[src/rtl/decode_hazard_unit_pkg.sv]
// Shared decode definitions: opcode values, IR field positions and per-opcode class tables.
package decode_hazard_unit_pkg;

  localparam logic [7:0] OpAdd  = 8'h01;
  localparam logic [7:0] OpSub  = 8'h02;
  localparam logic [7:0] OpAddi = 8'h03;
  localparam logic [7:0] OpLdi  = 8'h04;
  localparam logic [7:0] OpSt   = 8'h05;
  localparam logic [7:0] OpBeq  = 8'h06;
  localparam logic [7:0] OpJmp  = 8'h07;
  localparam logic [7:0] OpNop  = 8'hFF;

  localparam int unsigned OpcodeMsb = 31;
  localparam int unsigned OpcodeLsb = 24;
  localparam int unsigned DestMsb   = 23;
  localparam int unsigned DestLsb   = 20;
  localparam int unsigned Src1Msb   = 19;
  localparam int unsigned Src1Lsb   = 16;
  localparam int unsigned Src2Msb   = 11;
  localparam int unsigned Src2Lsb   = 8;
  localparam int unsigned ImmMsb    = 15;
  localparam int unsigned ImmLsb    = 0;

  typedef struct packed {
    logic writes_dest;
    logic uses_src1;
    logic uses_src2;
    logic is_branch;
  } op_class_t;

  typedef enum logic [0:0] {
    StIdle,
    StBrWait
  } br_state_e;

  // Indexed by opcode[2:0]; only opcodes 8'h00..8'h07 are defined, 8'h00 is a no-effect op.
  localparam op_class_t OpClassTable [8] = '{
    '{writes_dest: 1'b0, uses_src1: 1'b0, uses_src2: 1'b0, is_branch: 1'b0},  // 00
    '{writes_dest: 1'b1, uses_src1: 1'b1, uses_src2: 1'b1, is_branch: 1'b0},  // ADD
    '{writes_dest: 1'b1, uses_src1: 1'b1, uses_src2: 1'b1, is_branch: 1'b0},  // SUB
    '{writes_dest: 1'b1, uses_src1: 1'b1, uses_src2: 1'b0, is_branch: 1'b0},  // ADDI
    '{writes_dest: 1'b1, uses_src1: 1'b0, uses_src2: 1'b0, is_branch: 1'b0},  // LDI
    '{writes_dest: 1'b0, uses_src1: 1'b1, uses_src2: 1'b1, is_branch: 1'b0},  // ST
    '{writes_dest: 1'b0, uses_src1: 1'b1, uses_src2: 1'b0, is_branch: 1'b1},  // BEQ
    '{writes_dest: 1'b0, uses_src1: 1'b0, uses_src2: 1'b0, is_branch: 1'b1}   // JMP
  };

  function automatic op_class_t lookup_class(input logic [7:0] opcode);
    if (opcode[7:3] == 5'd0) begin
      return OpClassTable[opcode[2:0]];
    end
    return '0;
  endfunction

endpackage

[src/rtl/decode_hazard_unit_op_class.sv]
// Combinational opcode-to-class decoder.
module decode_op_class
  import decode_hazard_unit_pkg::*;
(
  input  logic [7:0] opcode,
  output op_class_t  op_class
);

  assign op_class = lookup_class(opcode);

endmodule

[src/rtl/decode_hazard_unit.sv]
// Decode stage: register scoreboard for RAW/WAW stalls, branch-wait FSM and output latch.
module decode_hazard_unit
  import decode_hazard_unit_pkg::*;
#(
  parameter int unsigned NUM_REGS = 16,
  parameter int unsigned CNT_W    = 2
) (
  input  logic        I_CLOCK,
  input  logic        I_LOCK,
  input  logic [15:0] I_PC,
  input  logic [31:0] I_IR,
  input  logic        I_FE_Valid,
  input  logic        I_WB_Valid,
  input  logic [3:0]  I_WB_DestReg,
  input  logic        I_BranchAddrSelect,
  input  logic        I_GPUStallSignal,
  output logic        O_LOCK,
  output logic [15:0] O_PC,
  output logic [7:0]  O_Opcode,
  output logic [3:0]  O_DestReg,
  output logic [3:0]  O_Src1Reg,
  output logic [3:0]  O_Src2Reg,
  output logic [15:0] O_Imm,
  output logic        O_DE_Valid,
  output logic        O_DepStallSignal,
  output logic        O_BranchStallSignal
);

  localparam logic [CNT_W-1:0] CntMax = {CNT_W{1'b1}};

  logic [7:0]  opcode;
  logic [3:0]  dest, src1, src2;
  logic [15:0] imm;
  op_class_t   cls;

  assign opcode = I_IR[OpcodeMsb:OpcodeLsb];
  assign dest   = I_IR[DestMsb:DestLsb];
  assign src1   = I_IR[Src1Msb:Src1Lsb];
  assign src2   = I_IR[Src2Msb:Src2Lsb];
  assign imm    = I_IR[ImmMsb:ImmLsb];

  decode_op_class u_op_class (
    .opcode   (opcode),
    .op_class (cls)
  );

  logic [CNT_W-1:0] cnt_q   [NUM_REGS];
  logic [CNT_W-1:0] cnt_d   [NUM_REGS];
  logic [CNT_W-1:0] cnt_eff [NUM_REGS];
  logic [NUM_REGS-1:0] inc_vec, dec_vec;

  br_state_e   state_q;
  logic        lock_q;
  logic [15:0] pc_q, imm_q;
  logic [7:0]  opcode_q;
  logic [3:0]  dest_q, src1_q, src2_q;
  logic        valid_q;

  logic fe_live, src1_busy, src2_busy, dest_full, dep_hazard, issue;

  // A same-cycle writeback is folded in so a dependent instruction can issue right away.
  always_comb begin
    src1_busy = 1'b0;
    src2_busy = 1'b0;
    dest_full = 1'b0;
    for (int r = 0; r < NUM_REGS; r++) begin
      cnt_eff[r] = cnt_q[r];
      if (I_WB_Valid && (I_WB_DestReg == 4'(r)) && (cnt_q[r] != '0)) begin
        cnt_eff[r] = cnt_q[r] - CNT_W'(1);
      end
      if ((src1 == 4'(r)) && (cnt_eff[r] != '0)) src1_busy = 1'b1;
      if ((src2 == 4'(r)) && (cnt_eff[r] != '0)) src2_busy = 1'b1;
      if ((dest == 4'(r)) && (cnt_eff[r] == CntMax)) dest_full = 1'b1;
    end
  end

  assign fe_live    = I_FE_Valid && (opcode != OpNop);
  // Words arriving during BR_WAIT are discarded unchecked.
  assign dep_hazard = fe_live && (state_q == StIdle) &&
                      ((cls.uses_src1 && src1_busy) || (cls.uses_src2 && src2_busy) ||
                       (cls.writes_dest && dest_full));
  assign issue      = I_LOCK && !I_GPUStallSignal && fe_live && (state_q == StIdle) &&
                      !dep_hazard;

  assign O_DepStallSignal    = I_LOCK && (I_GPUStallSignal || dep_hazard);
  assign O_BranchStallSignal = I_LOCK && ((state_q == StBrWait) || (issue && cls.is_branch));

  always_comb begin
    inc_vec = '0;
    dec_vec = '0;
    for (int r = 0; r < NUM_REGS; r++) begin
      inc_vec[r] = issue && cls.writes_dest && (dest == 4'(r));
      dec_vec[r] = I_WB_Valid && (I_WB_DestReg == 4'(r));
      cnt_d[r]   = cnt_q[r];
      if (inc_vec[r] && !dec_vec[r]) begin
        cnt_d[r] = cnt_q[r] + CNT_W'(1);
      end else if (dec_vec[r] && !inc_vec[r] && (cnt_q[r] != '0)) begin
        cnt_d[r] = cnt_q[r] - CNT_W'(1);
      end
    end
  end

  always_ff @(negedge I_CLOCK) begin
    lock_q <= I_LOCK;
    if (!I_LOCK) begin
      for (int r = 0; r < NUM_REGS; r++) cnt_q[r] <= '0;
      state_q  <= StIdle;
      pc_q     <= '0;
      opcode_q <= OpNop;
      dest_q   <= '0;
      src1_q   <= '0;
      src2_q   <= '0;
      imm_q    <= '0;
      valid_q  <= 1'b0;
    end else begin
      for (int r = 0; r < NUM_REGS; r++) cnt_q[r] <= cnt_d[r];
      if (!I_GPUStallSignal) begin
        unique case (state_q)
          StIdle:   if (issue && cls.is_branch) state_q <= StBrWait;
          StBrWait: if (I_BranchAddrSelect) state_q <= StIdle;
          default:  state_q <= StIdle;
        endcase
        if (issue) begin
          pc_q     <= I_PC;
          opcode_q <= opcode;
          dest_q   <= dest;
          src1_q   <= src1;
          src2_q   <= src2;
          imm_q    <= imm;
          valid_q  <= 1'b1;
        end else begin
          valid_q  <= 1'b0;
        end
      end
    end
  end

  assign O_LOCK     = lock_q;
  assign O_PC       = pc_q;
  assign O_Opcode   = opcode_q;
  assign O_DestReg  = dest_q;
  assign O_Src1Reg  = src1_q;
  assign O_Src2Reg  = src2_q;
  assign O_Imm      = imm_q;
  assign O_DE_Valid = valid_q;

endmodule

[config.mk]
export PLATFORM = sky130hd
export DESIGN_NAME = decode_hazard_unit
export DESIGN_NICKNAME = d
export VERILOG_FILES = /design/src/rtl/decode_hazard_unit_pkg.sv /design/src/rtl/decode_hazard_unit_op_class.sv /design/src/rtl/decode_hazard_unit.sv
export SDC_FILE = /design/constraint.sdc
export NUM_CORES = 1
export LEC_CHECK = 0
export BUFFER_PORTS_ARGS = -buffer_cell sky130_fd_sc_hd__buf_4
export CAP_MARGIN = 20
export CORE_ASPECT_RATIO = 1.2
export CORE_MARGIN = 4
export CORE_UTILIZATION = 44
export DETAILED_ROUTE_END_ITERATION = 6
export MAX_ROUTING_LAYER = met4
export PLACE_DENSITY = 0.66
export RECOVER_POWER = 25
export SYNTH_ARGS = -nofsm -noshare
export SYNTH_HDL_FRONTEND = slang
export SYNTH_SLANG_ARGS = --single-unit
[constraint.sdc]
create_clock -name I_CLOCK -period 5.08 [get_ports I_CLOCK]
set_clock_uncertainty 0.05 [all_clocks]
set_input_delay 0.254 -clock I_CLOCK [delete_from_list [all_inputs] [get_ports I_CLOCK]]
set_output_delay 0.254 -clock I_CLOCK [all_outputs]
set_load 0.05 [all_outputs]
==> results of run 1 <==
## area by class of cell
cell class,count,area share (%)
multi-input cells,602,42.3
repair buffers,350,30.8
clock inverters,90,3.94
inverters,53,1.99
well taps,164,2.05
flip-flops and latches,83,16.7
clock buffers,9,2.25
## Yosys cell counts, types with 5 or more instances
library cell	instances	share of area, %
dfxtp_1	83	29
ha_1	20	4.3
and4_1	6	0.90
a211oi_1	11	1.4
mux2i_1	45	7.7
o21ai_0	39	3.4
nand3_1	9	0.77
or4_1	8	1.0
o211ai_1	15	1.9
clkbuf_1	23	1.5
nand2_1	159	10
a31oi_1	6	0.65
nor2_1	47	3.0
nand2b_1	10	1.1
nor2b_1	7	0.75
inv_1	54	3.5
a311oi_1	6	0.90
and2_1	5	0.54
or3_1	7	0.75
a21oi_1	28	2.4
o21ai_1	14	1.2
nor4_1	10	1.1
buf_4	5	0.65
buf_2	18	1.5
nor3_1	40	3.4
o211a_1	8	1.4
nand4_1	22	2.4
## cells by family (layout without fill, tap and decap cells)
logic type | Yosys count | in the layout
compound gates | 168 | 168
buf+inv | 105 | 502
flops | 83 | 83
mux | 46 | 46
simple gates | 368 | 368
fa+ha+maj | 20 | 20
## power breakdown
group          internal, mW  switching, mW
sequential            0.677         0.0168
combinational         0.159          0.247
clock                 0.481          0.566
total                  1.32          0.829
## worst min-delay path, stage by stage, from the launching register on
cell and delay (ns):
dfxtp_1 0.30, nand2_1 0.06, o21ai_1 0.05
## sequential cells by signal, summed over array words and instances, names as in the netlist
name / cells
cnt_q: 32
O_Imm: 16
O_PC: 16
O_Opcode: 8
O_DestReg: 4
O_Src1Reg: 4
O_DE_Valid: 1
O_LOCK: 1
state_q: 1
## routing by layer
| layer | global-route usage [%] | up-vias | part of all wire, % |
|---|---|---|---|
| met4 | 21.4 | 0 | 5.4 |
| li1 | - | 3626 | - |
| met5 | - | - | 0 |
| met2 | 60.5 | 526 | 50 |
| met1 | 36.3 | 3827 | 35 |
| met3 | 9.30 | 146 | 9.3 |
## timing repair
item / CTS / global route
endpoints found under the setup margin: 84 / 84
buffers inserted: 24 / 8
gates cloned: 12 / 0
pin swaps: 21 / 31
gates resized for setup: 129 / 69
## worst max path at each step
stage                                   start             endpoint  slack, ns
finish              cnt_q[1][15]$_SDFFE_NN0P_  O_BranchStallSignal      -1.05
global route        cnt_q[1][14]$_SDFFE_NN0P_  O_BranchStallSignal      -1.12
CTS                  cnt_q[1][3]$_SDFFE_NN0P_  O_BranchStallSignal      -1.05
detailed placement   cnt_q[1][3]$_SDFFE_NN0P_  O_BranchStallSignal      -0.81
global placement     cnt_q[1][4]$_SDFFE_NN0P_  O_BranchStallSignal      -0.74
floorplan            cnt_q[1][8]$_SDFFE_NN0P_  O_BranchStallSignal      -0.75
==> summary.md, run 1 <==
| Metric | Value |
|---|---|
| First-pass GRT wire length | `~42000 um` |
| Vias per cell | `between 6 and 7` |
| Final Hold Fails | `0` |
| Global route total overflow | `0` |
| Die Area | `0.0151 mm2` |
| WL final | `27800 um` |
| Worst Hold Path Cells | `2` |
| Dpl cells | `1216` |
| Row count | `45` |
| Final instance area | `0.0100 mm2` |
| Slew Viols, Final | `82` |
| Status | `complete, but fails checks` |
| Final setup violation count | `84` |
| I/O Buffers | `113` |
| Storage element area | `0.00167 mm2` |
| Multi-input logic area | `0.00424 mm2` |
| Worst hold path type | `reg2reg` |
| FF+latch count, synth | `83` |
| Clk root buf | `clkbuf_16` |
| Worst slew pin tran | `1.78 ns` |
| Leakage | `4.64 nW` |
| FF-to-FF Start | `cnt_q[1][15]$_SDFFE_NN0P_` |
| Sequential area share after synthesis | `between 20% and 30%` |
| Max stage delay on crit path | `around 0.49 ns` |
| Vias post-DR | `8125` |
| Worst vdd ir | `approximately 0.00022 V` |
| Detailed Place HPWL | `between 15000 and 20000 um` |
| Hold worst-path end | `O_DestReg[3]$_SDFFE_NN0P_` |
| Final TNS setup | `-33.75 ns` |
| Mux cell area share after synthesis | `approximately 8%` |
| Detail Route Antenna Nets | `0` |
| Failing checks | `DRC, capacitance limit, slew limit, setup timing` |
| Syn_nets | `868` |
| Power Total | `2.15 mW` |
| Initial Util | `45.5%` |
| Slew HR | `-18.7%` |
| Core Region | `0.0128 mm2` |
| Final #Nets | `1260` |
| Ys Warns | `0` |
| DIE WIDTH | `113 um` |
| CP endpoint kind | `output port` |
| Worst setup margin | `-1.05 ns` |
| Worst-Skew Late Latency | `around 0.44 ns` |
| Largest net degree at the start of global routing | `82` |
| Residual DRC | `1` |
| R2r worst-path depth | `15` |
| Buffer and inverter count on the worst path | `3` |
| Dpl ws | `-0.809 ns` |
| Hold_buf cts | `0` |
| N_diodes | `0` |
| Synth Area in Compound Gates | `between 10% and 20%` |
| Largest family of logic cells by synthesized area | `simple AND/OR/NAND/NOR gates` |
| Crit path max-delay family | `simple AND/OR/NAND/NOR gates` |
| Setup crit start kind | `flop` |
| Max Cap Viol | `1` |
| H-tree depth | `3` |
| Fraction of registers with async set/reset | `0%` |
| Vias in the first global route | `8564` |
| Post-DP Area | `a little over 0.008 mm2` |
| DR pass1 iterations | `7` |
| CP required | `~4.8 ns` |
| Critical path depth | `13` |
| Final Util | `78.4%` |
| Worst-path maximum fanout | `3` |
| Synth Area in Simple Gates | `about a third` |
| Initial antenna violation count | `0` |
| Post-Synth Adder-Cell Area | `about 4.3%` |
| Initial DRC count | `769` |
| CTS Buffer Depth | `2` |
| WL/cell | `between 20 and 25 um` |
| CP most frequent cell | `nor2_4` |
| Reg2Reg Setup Slack | `1.63 ns` |
| Critical path class | `reg2out` |
| Top_reg_cell synth | `dfxtp_1` |
| Post-Layout Cell Count | `1351` |
| Cts bufs inserted | `9` |
| Total track usage | `about 35%` |
| WHS | `0.404 ns` |
| Worst r2r dst | `O_Opcode[1]$_SDFFE_NN1P_` |
| Slowest stage cell on the critical path | `or4_4` |
| Clock Sinks | `83` |
| Most frequent cells in the layout | `buf_4, nand2_1, inv_1, dfxtp_1` |
| Area growth, synth to finish | `72.3%` |
| Number of synthesized flops with an enable pin | `0` |
| RSZ-0062 raised after global routing | `true` |
| Fill count | `836` |
| Most common cell after layout, fill and taps aside | `buf_4` |
| Post-Synth XOR/XNOR Area | `0%` |
| Mapped cell area | `0.00581 mm2` |
| CP arrival | `around 5.8 ns` |
| GPL Wtd Cong | `0.984` |
| CTS tree | `yes` |
| Ports | `around 110` |
| Mapped Avg Cell Area | `about 7.4 um2` |
| Reg clk slew, reported paths | `0.04 ns` |
| Power per cell area | `214 mW/mm2` |
| Hold path start | `O_DestReg[3]$_SDFFE_NN0P_` |
| Share of cells above drive strength 1 | `between 40% and 50%` |
| Syn Inst Count | `790` |
| CP cell instances | `inv_2 > ha_2 > nand3b_1 > nor2_4 > a31oi_4 > a31o_2 > or4_4 > o31ai_4 > buf_6 > and4_4 > a21oi_4 > nor2_4 > buf_8` |
| Die Y | `between 100 and 150 um` |
| Count of cell types in the netlist | `73` |
Power figures use the tool's default switching activity.
==> run 2, diff against run 1 <==
--- a/config.mk
+++ b/config.mk
@@ -6,14 +6,13 @@
 export NUM_CORES = 1
 export LEC_CHECK = 0
 export BUFFER_PORTS_ARGS = -buffer_cell sky130_fd_sc_hd__buf_4
-export CAP_MARGIN = 20
 export CORE_ASPECT_RATIO = 1.2
 export CORE_MARGIN = 4
 export CORE_UTILIZATION = 44
 export DETAILED_ROUTE_END_ITERATION = 6
 export MAX_ROUTING_LAYER = met4
 export PLACE_DENSITY = 0.66
-export RECOVER_POWER = 25
+export RECOVER_POWER = 50
 export SYNTH_ARGS = -nofsm -noshare
 export SYNTH_HDL_FRONTEND = slang
 export SYNTH_SLANG_ARGS = --single-unit
==> run 2 against run 1 <==
The run ends with capacitance limit, slew limit, setup timing left; total power fell by 0.50%; via count grew 0.11%; sequential power about the same; combinational power shrank 1%; die area unchanged; global-route usage unchanged; sequential cell count unchanged; worst setup slack worse by 0.020 ns; critical path type unchanged; largest power group unchanged.
==> summary.md, run 2 (synthesized netlist as in run 1, its figures left out) <==
| Metric | Value |
|---|---|
| Buffer and inverter count on the worst path | `3 (unchanged)` |
| Vias post-DR | `8134 (+0.11%)` |
| Slew Viols, Final | `82 (unchanged)` |
| Critical path class | `reg2out` |
| Initial Util | `45.5% (unchanged)` |
| WL final | `27800 um (about the same)` |
| Clock Sinks | `83 (unchanged)` |
| Max Cap Viol | `1 (unchanged)` |
| CP most frequent cell | `nor2_4` |
| Hold worst-path end | `O_DestReg[3]$_SDFFE_NN0P_` |
| Cts bufs inserted | `9 (unchanged)` |
| Start point of the critical path | `cnt_q[1][15]$_SDFFE_NN0P_` |
| Final setup violation count | `84 (unchanged)` |
| CP endpoint kind | `output port` |
| DR pass1 iterations | `6 (-1)` |
| Worst vdd ir | `0.000217 V (-2.1%)` |
| Reg clk slew, reported paths | `0.04 ns (about the same)` |
| R2r worst-path depth | `15 (unchanged)` |
| Die Area | `0.0151 mm2 (unchanged)` |
| Initial DRC count | `805 (+4.7%)` |
| Worst setup margin | `-1.07 ns (-0.0197 ns)` |
| Clk root buf | `clkbuf_16` |
| First-pass GRT wire length | `41600 um (unchanged)` |
| Hold path start | `O_DestReg[3]$_SDFFE_NN0P_` |
| Worst hold path type | `reg2reg` |
| Residual DRC | `0 (-1)` |
| Detailed Place HPWL | `16900 um (unchanged)` |
| N_diodes | `0 (unchanged)` |
| Most frequent cells in the layout | `buf_4, nand2_1, inv_1, dfxtp_1` |
| Worst Hold Path Cells | `2 (unchanged)` |
| Worst-path maximum fanout | `3 (unchanged)` |
| Status | `complete, but fails checks` |
| CTS tree | `yes` |
| Crit path max-delay family | `simple AND/OR/NAND/NOR gates` |
| Share of cells above drive strength 1 | `39.0% (-1.2 points)` |
| Most common cell after layout, fill and taps aside | `buf_4` |
| Total track usage | `35.5% (unchanged)` |
| CP arrival | `5.85 ns (+0.02 ns)` |
| Setup crit start kind | `flop` |
| Max stage delay on crit path | `0.49 ns (about the same)` |
| Reg with most FFs | `cnt_q` |
| Final #Nets | `1260 (unchanged)` |
| CP cell instances | `inv_2 > ha_2 > nand3b_1 > nor2_4 > a31oi_4 > a31o_2 > or4_4 > o31ai_4 > buf_6 > and4_4 > a21oi_4 > nor2_4 > buf_8` |
| WL/cell | `20.6 um (about the same)` |
| Detail Route Antenna Nets | `0 (unchanged)` |
| Failing checks | `capacitance limit, slew limit, setup timing` |
| Slew HR | `-17.4% (+1.2 points)` |
| Row count | `45 (unchanged)` |
| DIE WIDTH | `113 um (unchanged)` |
| Largest net degree at the start of global routing | `82 (unchanged)` |
| Max reg flops | `32 (unchanged)` |
| Initial antenna violation count | `0 (unchanged)` |
| Leakage | `4.58 nW (-1.2%)` |
| Vias in the first global route | `8564 (unchanged)` |
| FF-to-FF Start | `cnt_q[1][15]$_SDFFE_NN0P_` |
| Power per cell area | `214 mW/mm2 (about the same)` |
| Dpl cells | `1216 (unchanged)` |
| Dpl ws | `-0.809 ns (unchanged)` |
| Area growth, synth to finish | `71.4%` |
| Reg2Reg Setup Slack | `1.60 ns (-0.03 ns)` |
| Ports | `114 (unchanged)` |
| Worst r2r dst | `O_Opcode[1]$_SDFFE_NN1P_` |
| Power Total | `2.14 mW (-0.50%)` |
| Vias per cell | `6.02 (+0.11%)` |
| CTS Buffer Depth | `2 (unchanged)` |
| Post-Layout Cell Count | `1351 (unchanged)` |
| Final Hold Fails | `0 (unchanged)` |
| RSZ-0062 raised after global routing | `true` |
| Slowest stage cell on the critical path | `or4_4` |
| CP required | `4.78 ns (about the same)` |
| I/O Buffers | `113 (unchanged)` |
| Die Y | `134 um (unchanged)` |
| Worst-Skew Late Latency | `0.44 ns (about the same)` |
| Worst slew pin tran | `1.76 ns (-0.0186 ns)` |
| GPL Wtd Cong | `0.984 (unchanged)` |
| H-tree depth | `3 (unchanged)` |
| Core Region | `0.0128 mm2 (unchanged)` |
| Global route total overflow | `0 (unchanged)` |
## run 2: cell types whose count changed in the layout (fill, tap and decap cells not counted), sizes merged
cell,before,now
clkbuf,22,36
buf,336,322
## run 2: stage by stage
stage               setup TNS (ns)  hold slack, ns  utilization, %  cell area (um2)
finish                      -35.65           0.403            78.0             9960
global route                -38.91           0.421            78.0             9960
CTS                         -49.22           0.406            76.3             9760
detailed placement          -59.18           0.400            64.7             8270
global placement            -53.79           0.398            64.7             8270
floorplan                   -31.38           0.424               -             5900
## run 2: cell type report
cell class                      instances  area [um2]
Clock buffer                            9         225
Multi-Input combinational cell        602        4240
Tap cell                              164         205
Fill cell                             859        2820
Timing Repair Buffer                  350        3030
Sequential cell                        83        1670
Clock inverter                         90         394
Inverter                               53         199
## run 2: where the power goes
part | internal, mW | switching [mW] | total (mW)
registers | 0.677 | 0.0167 | 0.694
logic | 0.154 | 0.247 | 0.401
clock network | 0.481 | 0.560 | 1.04
total | 1.31 | 0.823 | 2.14
## run 2: repair_timing
| action | in CTS | in global routing |
|---|---|---|
| hold buffers | 0 | 0 |
| pin swaps | 21 | 31 |
| setup buffers | 24 | 8 |
| gates resized for setup | 129 | 69 |
| setup endpoints to repair | 84 | 84 |
| hold endpoints to repair | 0 | 0 |
| gates cloned | 12 | 0 |
## run 2: per-layer routing
| layer | share of wire (%) | vias up | global-route usage (%) |
|---|---|---|---|
| li1 | - | 3626 | - |
| met1 | 36 | 3842 | 36.3 |
| met2 | 50 | 525 | 60.5 |
| met3 | 9.0 | 141 | 9.30 |
| met4 | 5.2 | 0 | 21.4 |
| met5 | 0 | - | - |
## run 2: tightest hold or removal path, cell delays in order, from the launching register on
cell     delay, ns
dfxtp_1       0.30
nand2_1       0.06
o21ai_1       0.05
## run 2: how the worst max path moves through the flow
| stage | endpoint | depth (start not counted) |
|---|---|---|
| floorplan | O_BranchStallSignal | 13 |
| global placement | O_BranchStallSignal | 13 |
| detailed placement | O_BranchStallSignal | 13 |
| CTS | O_BranchStallSignal | 13 |
| global route | O_BranchStallSignal | 13 |
| finish | O_BranchStallSignal | 13 |
